[config.mk]
export PLATFORM = sky130hd
export DESIGN_NAME = fetch_sequencer
export DESIGN_NICKNAME = d
export VERILOG_FILES = /design/src/rtl/fetch_sequencer.sv
export SDC_FILE = /design/constraint.sdc
export NUM_CORES = 1
export LEC_CHECK = 0
export ABC_AREA = 1
export CORE_MARGIN = 2
export CORE_UTILIZATION = 41
export DETAILED_ROUTE_END_ITERATION = 10
export HOLD_SLACK_MARGIN = 0.03
export PLACE_DENSITY = 0.78
export SYNTH_ARGS = -nofsm -noshare
export SYNTH_HDL_FRONTEND = slang
export SYNTH_SLANG_ARGS = --single-unit
[constraint.sdc]
create_clock -name clk -period 1.65 [get_ports clk]
set_input_delay 0.33 -clock clk [delete_from_list [all_inputs] [get_ports clk]]
set_output_delay 0.33 -clock clk [all_outputs]
set_load 0.1 [all_outputs]
[src/rtl/fetch_sequencer.sv]
// Fetch PC owner: sequential/redirect/trap arbitration, single-outstanding
// instruction-ROM handshake and a one-entry valid/ready buffer toward decode.
module fetch_sequencer #(
  parameter int unsigned       ADDR_W       = 32,
  parameter logic [ADDR_W-1:0] RESET_VECTOR = '0
) (
  input  logic              clk,
  input  logic              reset_n,
  input  logic              trap_valid,
  input  logic [ADDR_W-1:0] trap_vector,
  input  logic              redirect_valid,
  input  logic [ADDR_W-1:0] redirect_target,
  output logic              imem_req,
  output logic [ADDR_W-1:0] imem_addr,
  input  logic              imem_gnt,
  input  logic              imem_rvalid,
  input  logic [31:0]       imem_rdata,
  output logic              fetch_valid,
  input  logic              fetch_ready,
  output logic [ADDR_W-1:0] fetch_pc,
  output logic [ADDR_W-1:0] fetch_next_pc,
  output logic [31:0]       fetch_instr,
  output logic [15:0]       redirect_count
);

  typedef enum logic [2:0] {
    IDLE,
    REQ,
    WAIT,
    HOLD,
    DISCARD
  } state_t;

  state_t            state;
  logic [ADDR_W-1:0] pc;
  logic [ADDR_W-1:0] buf_pc;
  logic [31:0]       buf_instr;
  logic [15:0]       count;
  logic              redir;
  logic [ADDR_W-1:0] target;

  // Trap wins over EX redirect; targets are always word aligned.
  assign redir  = (state != IDLE) && (trap_valid || redirect_valid);
  assign target = (trap_valid ? trap_vector : redirect_target) & ~ADDR_W'(3);

  assign imem_req       = (state == REQ);
  assign imem_addr      = pc;
  assign fetch_valid    = (state == HOLD);
  assign fetch_pc       = buf_pc;
  assign fetch_next_pc  = buf_pc + ADDR_W'(4);
  assign fetch_instr    = buf_instr;
  assign redirect_count = count;

  always_ff @(posedge clk or negedge reset_n) begin
    if (!reset_n) begin
      state     <= IDLE;
      pc        <= RESET_VECTOR;
      buf_pc    <= '0;
      buf_instr <= '0;
      count     <= '0;
    end else begin
      if (redir && (count != '1)) begin
        count <= count + 16'd1;
      end

      unique case (state)
        IDLE: state <= REQ;

        REQ: begin
          if (redir) begin
            pc <= target;
            if (imem_gnt) state <= DISCARD;
          end else if (imem_gnt) begin
            state <= WAIT;
          end
        end

        WAIT: begin
          if (redir) begin
            pc    <= target;
            state <= imem_rvalid ? REQ : DISCARD;
          end else if (imem_rvalid) begin
            buf_pc    <= pc;
            buf_instr <= imem_rdata;
            pc        <= pc + ADDR_W'(4);
            state     <= HOLD;
          end
        end

        // Waiting out a cancelled response; later redirects just retarget pc.
        DISCARD: begin
          if (redir) pc <= target;
          if (imem_rvalid) state <= REQ;
        end

        HOLD: begin
          if (redir) begin
            pc    <= target;
            state <= REQ;
          end else if (fetch_ready) begin
            state <= REQ;
          end
        end

        default: state <= IDLE;
      endcase
    end
  end

endmodule

==> metrics.md <==
| Metric | Value |
|---|---|
| Number of rows in the core area | 46 |
| CP max stage cell | dfrtp_4 |
| Total half-perimeter wirelength after legalization and detailed placement | 20,100 um |
| Violations in the final reports | setup timing |
| Violation count after the first detailed-route iteration | 1,091 |
| Minimum period implied by the final worst setup slack | 2.40 ns |
| Boundary pin count | 249 |
| Post-synthesis register bit count | 111 |
| Top cell type's share of synthesized area | 41.5% |
| Final GP Congestion | 1.02 |
| First-pass GRT wire length | 43,600 um |
| Synthesized area divided by synthesized cell count | 7.43 um^2 |
| Clock transition at the register clock pins on the worst setup and hold paths after CTS | 0.08 ns |
| Initial antenna violation count | 2 |
| Maximum root-to-sink buffer count | 2 |
| Overall via count from detail_route | 8,540 |
| Crit. End Element | output port |
| Count of unresolved DRC violations after routing | 0 |
| Area post-placement | 12,300 um^2 |
| Count of max-cap constraint violations | 0 |
| Via count of the first global-routing pass | 8,055 |
| R2r startpoint | state[0] |
| Layout filler cell count | 700 |
| Required @ worst endpoint | 1.32 ns |
| Area Growth Syn to Fin | 107% |
| IR Drop Worst-Case VDD | 1590 uV |
| Cell Pwr Density | 2330 nW/um^2 |
| Clock Sink Count | 111 |
| Largest net degree at the start of global routing | 50 |
| Worst skew pair latency | 0.36 ns |
| Number of pins exceeding their max-slew limit in the final report | 0 |
| Maximum fanout along the worst path | 4 |
| Min-delay worst type | in -> async |
| Wire length per cell | 21.9 um |
| Effective utilization at floorplan | 42.0% |
| Routed Antenna Nets | 0 |
| Summed instance area of the synthesized netlist | 6700 um^2 |
| Fin Setup TNS | -19.29 ns |
| Unrepaired setup endpoints after global routing | yes |
| Proportion of synthesized chip area in sequential cells | 41.5% |
| Crit Path Category | reg -> out |
| Final worst slack | -0.747 ns |
| Post-route worst hold slack | 0.430 ns |
| Detailed-route wire length | 32,800 um |
| Ys Warns | 0 |
| Die Height | 132 um |
| Number of buffers inserted by port buffering | 238 |
| Post-layout power | 32.4 mW |
| Beginning of the critical path | fetch_pc[19] |
| Arrival time reported for the critical path endpoint | 2.07 ns |
| Clk root buf | clkbuf_16 |
| Setup-violating endpoint count in the final report | 70 |
| Final instance area | 13,900 um^2 |
| Cell type contributing the most total cell area after synthesis | dfrtp_1 |
| Final worst clock skew | 0.00904 ns |
| Number of vias per cell after detailed routing | 5.69 |
| Layout cell share with drive strength beyond 1 | 46.2% |
| Area of the core | 15,900 um^2 |
| Distinct cell type count of the synthesized netlist | 32 |
| Die Area | 17,400 um^2 |
| Type of origin of the critical path | flop |
| Final #Nets | 1,385 |
| Cell count after synthesis | 902 |
| CTS HTree Levels | 3 |
| Residual overflow from global routing | 0 |
| Die width | 132 um |
| Largest cells by area after synthesis | dfrtp_1, nand2_1, nor2_1 |
| Lkg Pwr | 6.16 nW |
| Cell breakdown of the critical path | nand2_2 > inv_1 > buf_4 > nand2_1 > nor2_1 > nand4_1 > xnor2_4 > buf_12 |
| Inserted Clock Buffers | 9 |
| Final hold viol count | 0 |
| Run status | finished with violations |
| CTS tree | done |
| Final clock period utilization by the worst path | 145% |
| Layout Utilization | 86.9% |
| Number of iterations in the first detailed-routing pass | 6 |
| Overall track demand over capacity in global routing | 31.7% |
| Critical Path Max Stage Delay | 0.46 ns |
| Maximum clock frequency | 0.417 GHz |
## synth_stat cells (all sizes together)
cell and n:
a21oi 12, buf 24, clkbuf 8, conb 1
dfrtp 111, ha 3, inv 73, mux2 34
mux2i 9, nand2 276, nand3 72, nand3b 3
nand4 6, nor2 133, nor3 12, o211ai 2
o21ai 75, or2 2, xnor2 14, xor2 32
## kinds of logic (layout without fill, tap and decap cells)
logic type	count (synthesis)	after routing	share of synthesized area, %
xor gates and xnor gates	46	46	6.01
muxes	43	43	7.06
DFF	111	111	41.5
adders and majority gates	3	3	0.560
AOI/OAI and AO/OA	89	89	6.72
and+or+nand+nor	504	506	31.2
buffers and inverters	105	480	6.89
other	1	7	0.0560
## worst paths after layout
kind | end | slack [ns] | depth (start not counted)
max in group asynchronous | redirect_count[6] | 0.63 | 3
worst max-delay path | fetch_next_pc[27] | -0.75 | 8
worst max register to register | imem_addr[16] | -0.10 | 9
min in group clk | redirect_count[2] | 0.54 | 1
worst min-delay path | imem_addr[17] | 0.43 | 2
worst min register to register | redirect_count[2] | 0.54 | 1
## state kept, by name (all words and copies together) (netlist names)
register / cells
state: 3
imem_addr: 30
fetch_pc: 30
fetch_instr: 32
redirect_count: 16
## critical path: cells and delay by family, from the launching register on
family                 cells  cell delay, ns
AND/OR/NAND/NOR            4            0.58
flip-flops                 1            0.46
buffers and inverters      3            0.41
XOR/XNOR                   1            0.25
## cell usage in the layout, fill, tap and decap left out, types with 14 or more instances in the layout
cell and instances:
clkdlybuf4s50_1 97, nand2_1 235, o21ai_0 51, nand3_2 24, nor2_4 28, buf_12 148
buf_4 107, buf_6 29, dfrtp_4 37, nand2_2 26, inv_1 60, nand2_4 14
mux2_2 32, nand3_1 41, dfrtp_1 35, xor2_4 14, nor2_2 14, nor2_1 91
xor2_1 17, clkbuf_16 14, dfrtp_2 39, o21ai_1 18
## power by group
part           switching, mW  internal, mW  total, mW
logic                   15.3          8.77       24.1
clock network           1.07          1.50       2.57
registers               1.70          4.00       5.70
total                   18.1          14.3       32.4
## stage by stage
stage	std cells	setup WS [ns]
floorplan	907	-0.886
global placement	1442	-0.280
detailed placement	1442	-0.333
CTS	1469	-0.659
global route	1500	-0.805
finish	1501	-0.747
## cell type report
class                   count  area [um^2]  area share [%]
repair buffers            390         5240            37.8
multi-input cells         693         4730            34.1
flip-flops and latches    111         2970            21.4
inverters                  73          292            2.10
well taps                 216          270            1.95
clock buffers              10          229            1.65
clock inverters             6          118           0.849
repair inverters            1         11.3          0.0812
diodes                      1         2.50          0.0181
## per-layer routing
layer / vias to the layer above / share of wire, % / track usage (%)
li1: 3633 / - / -
met5: - / 0.049 / 0
met2: 652 / 51 / 56.9
met3: 198 / 9.3 / 5.34
met4: 2 / 6.4 / 14.1
met1: 4055 / 33 / 37.1
## timing repair
item | 4_1_cts | 5_1_grt
endpoints found under the hold margin | 20 | 0
hold buffers | 1 | 0
pin swaps | 21 | 53
buffers inserted | 13 | 27
endpoints found under the setup margin | 34 | 94
gates resized for setup | 63 | 153
cloned | 0 | 8
(Power assumes the default switching activity.)
